--- config.mk ---
export PLATFORM = sky130hd
export DESIGN_NAME = fibonacci_sequencer
export DESIGN_NICKNAME = d
export VERILOG_FILES = /design/src/rtl/fibonacci_sequencer.sv
export SDC_FILE = /design/constraint.sdc
export NUM_CORES = 1
export LEC_CHECK = 0
export BUFFER_PORTS_ARGS = -buffer_cell sky130_fd_sc_hd__buf_4
export CAP_MARGIN = 20
export CELL_PAD_IN_SITES_DETAIL_PLACEMENT = 1
export CELL_PAD_IN_SITES_GLOBAL_PLACEMENT = 1
export CORE_UTILIZATION = 43
export CTS_BUF_LIST = sky130_fd_sc_hd__clkbuf_16
export DETAILED_ROUTE_END_ITERATION = 10
export PLACE_DENSITY_LB_ADDON = 0.1
export SKIP_LAST_GASP = 1
export SLEW_MARGIN = 20
export SYNTH_ARGS = -nofsm -noshare
export SYNTH_HDL_FRONTEND = slang
export SYNTH_SLANG_ARGS = --single-unit
--- constraint.sdc ---
create_clock -name clk -period 2.5 [get_ports clk]
set_input_delay 0.125 -clock clk [delete_from_list [all_inputs] [get_ports clk]]
set_output_delay 0.125 -clock clk [all_outputs]
set_load 0.02 [all_outputs]
--- src/rtl/fibonacci_sequencer.sv ---
// Iterative Fibonacci engine: start/accept in IDLE, one add per cycle in RUN,
// result held in DONE until acknowledged. Overflow tracks the true (unwrapped) magnitude.
module fibonacci_sequencer #(
    parameter int WIDTH = 8,
    parameter int N_W   = 5
) (
    input  logic             clk,
    input  logic             reset,
    input  logic             start,
    input  logic [N_W-1:0]   n,
    input  logic             abort,
    output logic             ready,
    output logic             busy,
    output logic [WIDTH-1:0] result,
    output logic             overflow,
    output logic             result_valid,
    input  logic             result_ack
);

    typedef enum logic [1:0] {
        IDLE = 2'd0,
        RUN  = 2'd1,
        DONE = 2'd2
    } state_t;

    state_t           state;
    logic [WIDTH-1:0] prev;
    logic [WIDTH-1:0] cur;
    logic [N_W-1:0]   count;
    logic             prev_ovf;
    logic             cur_ovf;
    logic [WIDTH:0]   sum;

    // Plain WIDTH-bit add, carry-in 0; the extra MSB is the carry-out.
    function automatic logic [WIDTH:0] add_carry(input logic [WIDTH-1:0] a,
                                                 input logic [WIDTH-1:0] b);
        return {1'b0, a} + {1'b0, b};
    endfunction

    assign sum = add_carry(prev, cur);

    always_ff @(posedge clk) begin
        if (reset) begin
            state    <= IDLE;
            prev     <= '0;
            cur      <= WIDTH'(1);
            count    <= '0;
            prev_ovf <= 1'b0;
            cur_ovf  <= 1'b0;
            result   <= '0;
            overflow <= 1'b0;
        end else begin
            case (state)
                IDLE: begin
                    if (start) begin
                        state    <= RUN;
                        prev     <= '0;
                        cur      <= WIDTH'(1);
                        count    <= n;
                        prev_ovf <= 1'b0;
                        cur_ovf  <= 1'b0;
                    end
                end
                RUN: begin
                    if (abort) begin
                        state <= IDLE;
                    end else if (count == '0) begin
                        // prev holds F(n); cur may already have wrapped, which must not leak into overflow.
                        state    <= DONE;
                        result   <= prev;
                        overflow <= prev_ovf;
                    end else begin
                        prev     <= cur;
                        cur      <= sum[WIDTH-1:0];
                        prev_ovf <= cur_ovf;
                        cur_ovf  <= cur_ovf | sum[WIDTH];
                        count    <= count - 1'b1;
                    end
                end
                DONE: begin
                    if (result_ack) begin
                        state <= IDLE;
                    end
                end
                default: state <= IDLE;
            endcase
        end
    end

    assign ready        = (state == IDLE);
    assign busy         = (state == RUN);
    assign result_valid = (state == DONE);

endmodule

==> results.sh, run 1 <==
export IMPL_status="finished clean"
export IMPL_netlist_area_mm2=0.00173
export IMPL_cts_tree="yes"
export IMPL_synth_cell_type_count=47
export IMPL_final_common_cell="dfxtp_1"
export IMPL_fill_cells=461
export IMPL_r2r_start="prev[0]"
export IMPL_holdPathEnd="count[0]"
export IMPL_drive_above_1_share_pct=17.6
export IMPL_arrival_ns=2.36
export IMPL_drtAntennaViolNets=0
export IMPL_drtPass1Iterations=4
export IMPL_stdcell_area_mm2=0.00203
export IMPL_drv_cap=0
export IMPL_cts_buffers=5
export IMPL_yosys_warnings=0
export IMPL_cts_path_max_buffers=2
export IMPL_via_per_inst=5.71
export IMPL_fin_nets=235
export IMPL_die_area_mm2=0.00427
export IMPL_tightest_slew_ns=0.695
export IMPL_period_minus_slack_ns=2.14
export IMPL_clock_sinks=34
export IMPL_antenna_found_initial=0
export IMPL_reg2reg_depth=6
export IMPL_track_usage_pct=22.5
export IMPL_post_route_period_util_pct=85.6
export IMPL_fp_dieW_um=65.4
export IMPL_setup_tns_final_ns=0
export IMPL_worstPathRequired_ns=2.72
export IMPL_startpoint_type="flop"
export IMPL_slew_violations=0
export IMPL_wl_per_cell_um=16.0
export IMPL_h_tree_depth=2
export IMPL_rsz0062_at_grt="no"
export IMPL_grt_pass1_wl_um=7220
export IMPL_post_cts_setup_buffers=0
export IMPL_min_delay_start="n[0]"
export IMPL_endpoint_kind="flop"
export IMPL_synth_area_per_cell_um2=8.81
export IMPL_coreArea_mm2=0.00374
export IMPL_gr_total_overflow=0
export IMPL_rows=22
export IMPL_cp_max_fo=3
export IMPL_clkSlewWorstSetupHoldPaths_ns=0.05
export IMPL_dpl_hpwl_um=2980
export IMPL_setup_viol=0
export IMPL_fp_dieH_um=65.4
export IMPL_grt_pass1_vias=1525
export IMPL_start_util_pct=46.1
export IMPL_routed_wl_um=4230
export IMPL_synth_edff_count=0
export IMPL_cts_resized=0
export IMPL_syn_num_nets=216
export IMPL_grt_max_degree=35
export IMPL_n_antenna_cell=0
export IMPL_hold_viol_final=0
export IMPL_r2r_slack_ns=0.36
export IMPL_area_growth_pct=17.4
export IMPL_worstSkewPairLatency_ns=0.28
export IMPL_cts_root_buffer="clkbuf_16"
export IMPL_drt_iter0_drc=47
export IMPL_finClkSkew_ns=0.00435
export IMPL_fin_util_pct=54.1
export IMPL_async_flop_share_pct=0
export IMPL_ys_ff_latch=34
export IMPL_critPathKind="reg -> reg"
export IMPL_port_buffers=21
export IMPL_most_common_layout_cells="dfxtp_1, buf_4, a21oi_1"
export IMPL_placed_area_mm2=0.00189
export IMPL_power_density_mw_per_mm2=628
export IMPL_ioPinCount=22
export IMPL_ys_seq_area_share_pct=39.4
export IMPL_synth_main_ff_cell="dfxtp_1"
export IMPL_drcViolationCount=0
export IMPL_r2r_end="cur[6]"
export IMPL_fmax_mhz=467
export IMPL_seqCellArea_um2=681
export IMPL_syn_instance_count=196
export IMPL_vias=1508
export IMPL_min_path_cells=3
export IMPL_multiInputGateArea_um2=946
export IMPL_hold_path_class="in -> reg"
export IMPL_slew_headroom_pct=53.6
export IMPL_fin_cells=264
export IMPL_dp_cells=256
export IMPL_cts_hold_buf=0
export IMPL_gp_congestion=0.810
export IMPL_ir_drop_mv=0.268
export IMPL_cellLeakagePower_nw=0.892
## metrics by stage
| stage | hold slack [ns] | worst slack, ns | power [mW] |
|---|---|---|---|
| 4_1_cts | 0.109 | 0.355 | 1.28 |
| 2_1_floorplan | 0.261 | 0.573 | 0.667 |
| 3_3_place_gp | 0.375 | 0.468 | 0.698 |
| 3_5_place_dp | 0.398 | 0.369 | 0.706 |
| 5_1_grt | 0.140 | 0.183 | 1.33 |
| 6_report | 0.108 | 0.359 | 1.27 |
## layer usage
layer	global-route usage (%)	up-vias	part of all wire (%)
met5	0	-	0
met4	10.6	0	1.5
met3	3.82	7	2.9
met2	39.7	20	51
met1	26.2	738	44
li1	-	743	-
## cells by family (layout without fill, tap and decap cells)
group | after synthesis | in the layout | synth area share [%]
and+or+nand+nor | 75 | 75 | 22.8
AOI/OAI and AO/OA | 47 | 47 | 17.5
DFF | 34 | 34 | 39.4
buffers and inverters | 18 | 38 | 5.80
adders and majority gates | 10 | 10 | 7.68
muxes | 10 | 10 | 5.80
xor gates and xnor gates | 2 | 2 | 1.01
## how the worst max path moves through the flow
| stage | startpoint | to | cells past startpoint |
|---|---|---|---|
| 3_3_place_gp | prev[0] | cur[6] | 6 |
| 6_report | prev[0] | cur[6] | 6 |
| 2_1_floorplan | prev[0] | cur[6] | 6 |
| 5_1_grt | count[0] | result[4] | 6 |
| 3_5_place_dp | count[0] | result[2] | 6 |
| 4_1_cts | count[0] | result[1] | 6 |
## synthesized netlist by cell type, types with 2 or more instances
cell | instances | share of area (%)
a211oi_1 | 3 | 1.3
a21o_1 | 3 | 1.3
a21oi_1 | 23 | 6.7
buf_2 | 2 | 0.58
buf_4 | 2 | 0.87
buf_6 | 3 | 2.0
clkbuf_1 | 5 | 1.1
dfxtp_1 | 34 | 39
ha_1 | 9 | 6.5
inv_1 | 6 | 1.3
mux2i_1 | 10 | 5.8
nand2_1 | 16 | 3.5
nand2b_1 | 3 | 1.1
nand3_1 | 15 | 4.3
nand3b_1 | 2 | 0.87
nand4_1 | 5 | 1.8
nor2_1 | 17 | 3.7
nor2b_1 | 3 | 1.1
nor3_1 | 2 | 0.58
o21ai_0 | 5 | 1.4
or2_2 | 2 | 0.72
## sequential cells by signal, summed over array words and instances (netlist names)
| signal | count |
|---|---|
| result | 8 |
| prev_ovf | 1 |
| count | 5 |
| state | 2 |
| overflow | 1 |
| cur | 8 |
| prev | 8 |
| cur_ovf | 1 |
## power breakdown
| part | internal (mW) | switching, mW |
|---|---|---|
| Sequential | 0.553 | 0.0135 |
| Combinational | 0.0549 | 0.0722 |
| Clock | 0.359 | 0.220 |
| Total | 0.967 | 0.306 |
## worst max-delay path, cell delays in order, from the launching register on
cell	delay (ns)
dfxtp_1	0.32
ha_1	0.25
fa_1	0.44
a211oi_1	0.33
o21ai_0	0.21
a2111o_1	0.44
nand3_1	0.08
## layout make-up
type                       instances  area share (%)
clock inverter                     3           0.617
sequential                        34            33.6
multi-input combinational        144            46.7
inverter                           6            1.11
timing repair buffer              24            8.89
tap                               48            2.96
clock buffer                       5            6.17
(Power assumes the default switching activity.)
==> inputs of run 2 (changes only) <==
- CORE_UTILIZATION: 43 -> 39
- clock period: 2.5 -> 1.9 ns (I/O delays scaled with it)
==> results.sh, run 2 (same netlist as run 1, synthesis figures left out) <==
export IMPL_fin_nets=243
export IMPL_dpl_hpwl_um=3000
export IMPL_slew_headroom_pct=74.2
export IMPL_clkPwrFrac_pct=45.1
export IMPL_status="finished clean"
export IMPL_r2r_end="cur[6]"
export IMPL_place_ws_ns=-0.0416
export IMPL_tightest_slew_ns=0.385
export IMPL_worstSkewPairLatency_ns=0.28
export IMPL_r2r_start="prev[0]"
export IMPL_path_cells="ha_1 -> fa_2 -> a211oi_2 -> o21ai_1 -> a2111o_1 -> nand3_1"
export IMPL_cts_root_buffer="clkbuf_16"
export IMPL_setup_viol=0
export IMPL_arrival_ns=2.05
export IMPL_grt_util_met3_pct=5.43
export IMPL_cp_slowest_stage_delay_ns=0.42
export IMPL_top_usage_layer="met2"
export IMPL_wl_per_cell_um=16.0
export IMPL_h_tree_depth=2
export IMPL_reg2reg_depth=6
export IMPL_ioPinCount=22
export IMPL_clock_sinks=34
export IMPL_cts_tree="yes"
export IMPL_final_common_cell="dfxtp_1"
export IMPL_drtAntennaViolNets=0
export IMPL_ir_drop_mv=0.369
export IMPL_reg_largest_list="cur x8, prev x8, result x8"
export IMPL_internal_power_mw=1.29
export IMPL_hold_path_class="in -> reg"
export IMPL_hold_slack_ns=0.0680
export IMPL_comb_power_share_pct=10.9
export IMPL_grt_util_met1_pct=23.7
export IMPL_setup_tns_final_ns=0
export IMPL_worstPathRequired_ns=2.12
export IMPL_cts_hold_buf=0
export IMPL_post_route_period_util_pct=96.4
export IMPL_gp_congestion=0.793
export IMPL_gr_total_overflow=0
export IMPL_critPathKind="reg -> reg"
export IMPL_endpoint_kind="flop"
export IMPL_drt_iter0_drc=83
export IMPL_placed_area_mm2=0.00196
export IMPL_power_density_mw_per_mm2=800
export IMPL_p_sw_share_pct=24.3
export IMPL_fp_dieH_um=68.5
export IMPL_routed_wl_um=4360
export IMPL_grt_max_degree=35
export IMPL_drive_above_1_share_pct=22.9
export IMPL_fin_util_pct=51.6
export IMPL_cp_max_fo=2
export IMPL_drcViolationCount=0
export IMPL_crit_buf_inv=0
export IMPL_path_delay_family="compound AO/OA/AOI/OAI gates"
export IMPL_cp_slowest_cell="a2111o_1"
export IMPL_hold_viol_final=0
export IMPL_worst_slack_ns=0.0686
export IMPL_fmax_mhz=546
export IMPL_stdcell_area_mm2=0.00212
export IMPL_port_buffers=21
export IMPL_vias=1551
export IMPL_antenna_found_initial=0
export IMPL_grt_pass1_vias=1498
export IMPL_cts_path_max_buffers=2
export IMPL_coreArea_mm2=0.00412
export IMPL_rows=23
export IMPL_die_area_mm2=0.00470
export IMPL_cts_buffers=5
export IMPL_slew_violations=0
export IMPL_fp_dieW_um=68.5
export IMPL_holdPathEnd="count[0]"
export IMPL_period_minus_slack_ns=1.83
export IMPL_grt_pass1_wl_um=6890
export IMPL_drtPass1Iterations=4
export IMPL_n_antenna_cell=0
export IMPL_p_sw_uw=414
export IMPL_min_path_cells=3
export IMPL_drv_cap=0
export IMPL_cellLeakagePower_nw=0.936
export IMPL_most_common_layout_cells="dfxtp_1, buf_4, a21oi_1"
export IMPL_start_util_pct=42.0
export IMPL_met2_usage_pct=35.5
export IMPL_via_per_inst=5.68
export IMPL_finClkSkew_ns=0.00438
export IMPL_startpoint_type="flop"
export IMPL_area_growth_pct=23.0
export IMPL_track_usage_pct=20.5
export IMPL_min_delay_start="n[0]"
export IMPL_power_frac_seq_pct=43.9
export IMPL_r2r_slack_ns=0.07
export IMPL_clkSlewWorstSetupHoldPaths_ns=0.05
==> run 2: power groups by stage <==
stage	registers (mW)	clock network, mW	logic, mW
final	0.746	0.767	0.186
after CTS	0.745	0.779	0.179
after global placement	0.757	0	0.170
after global routing	0.747	0.817	0.201
after detailed placement	0.760	0	0.177
after floorplan	0.752	0	0.126
==> run 2: cell type report <==
cell class	instances	area [um^2]
fillers	491	1990
multi-input cells	144	970
flip-flops and latches	34	681
repair buffers	32	253
clock buffers	5	125
well taps	50	62.6
inverters	6	22.5
clock inverters	2	10.0
==> run 2: routing by layer <==
| layer | part of all wire [%] | wire (um) |
|---|---|---|
| met5 | 0 | 0 |
| met4 | 1.6 | 68 |
| met3 | 3.9 | 170 |
| met2 | 50 | 2200 |
| met1 | 44 | 1930 |
==> run 2: what timing repair did <==
item	in CTS	in global routing
setup buffers	0	1
gates resized for setup	2	3
endpoints found under the setup margin	1	14
pin swaps	0	1
cloned	0	0
==> run 2: worst reg2reg max path: cells and delay by family (launching register included) <==
kind | cells | cell delay, ns
adders and majority gates | 2 | 0.59
DFF | 1 | 0.32
and+or+nand+nor | 1 | 0.08
AOI/OAI and AO/OA | 3 | 0.78
==> run 2: how the worst max path moves through the flow <==
stage	from	end	depth (start not counted)
6_report	prev[0]	cur[6]	6
5_1_grt	prev[0]	cur[6]	6
4_1_cts	count[0]	result[6]	7
3_5_place_dp	prev[0]	cur[6]	6
3_3_place_gp	prev[0]	cur[6]	6
2_1_floorplan	prev[0]	cur[6]	6
==> run 2: per-stage QoR <==
| stage | total power, mW | instances |
|---|---|---|
| after floorplan | 0.877 | 196 |
| after global placement | 0.927 | 265 |
| after detailed placement | 0.938 | 265 |
| after CTS | 1.70 | 272 |
| after global routing | 1.77 | 273 |
| final | 1.70 | 273 |
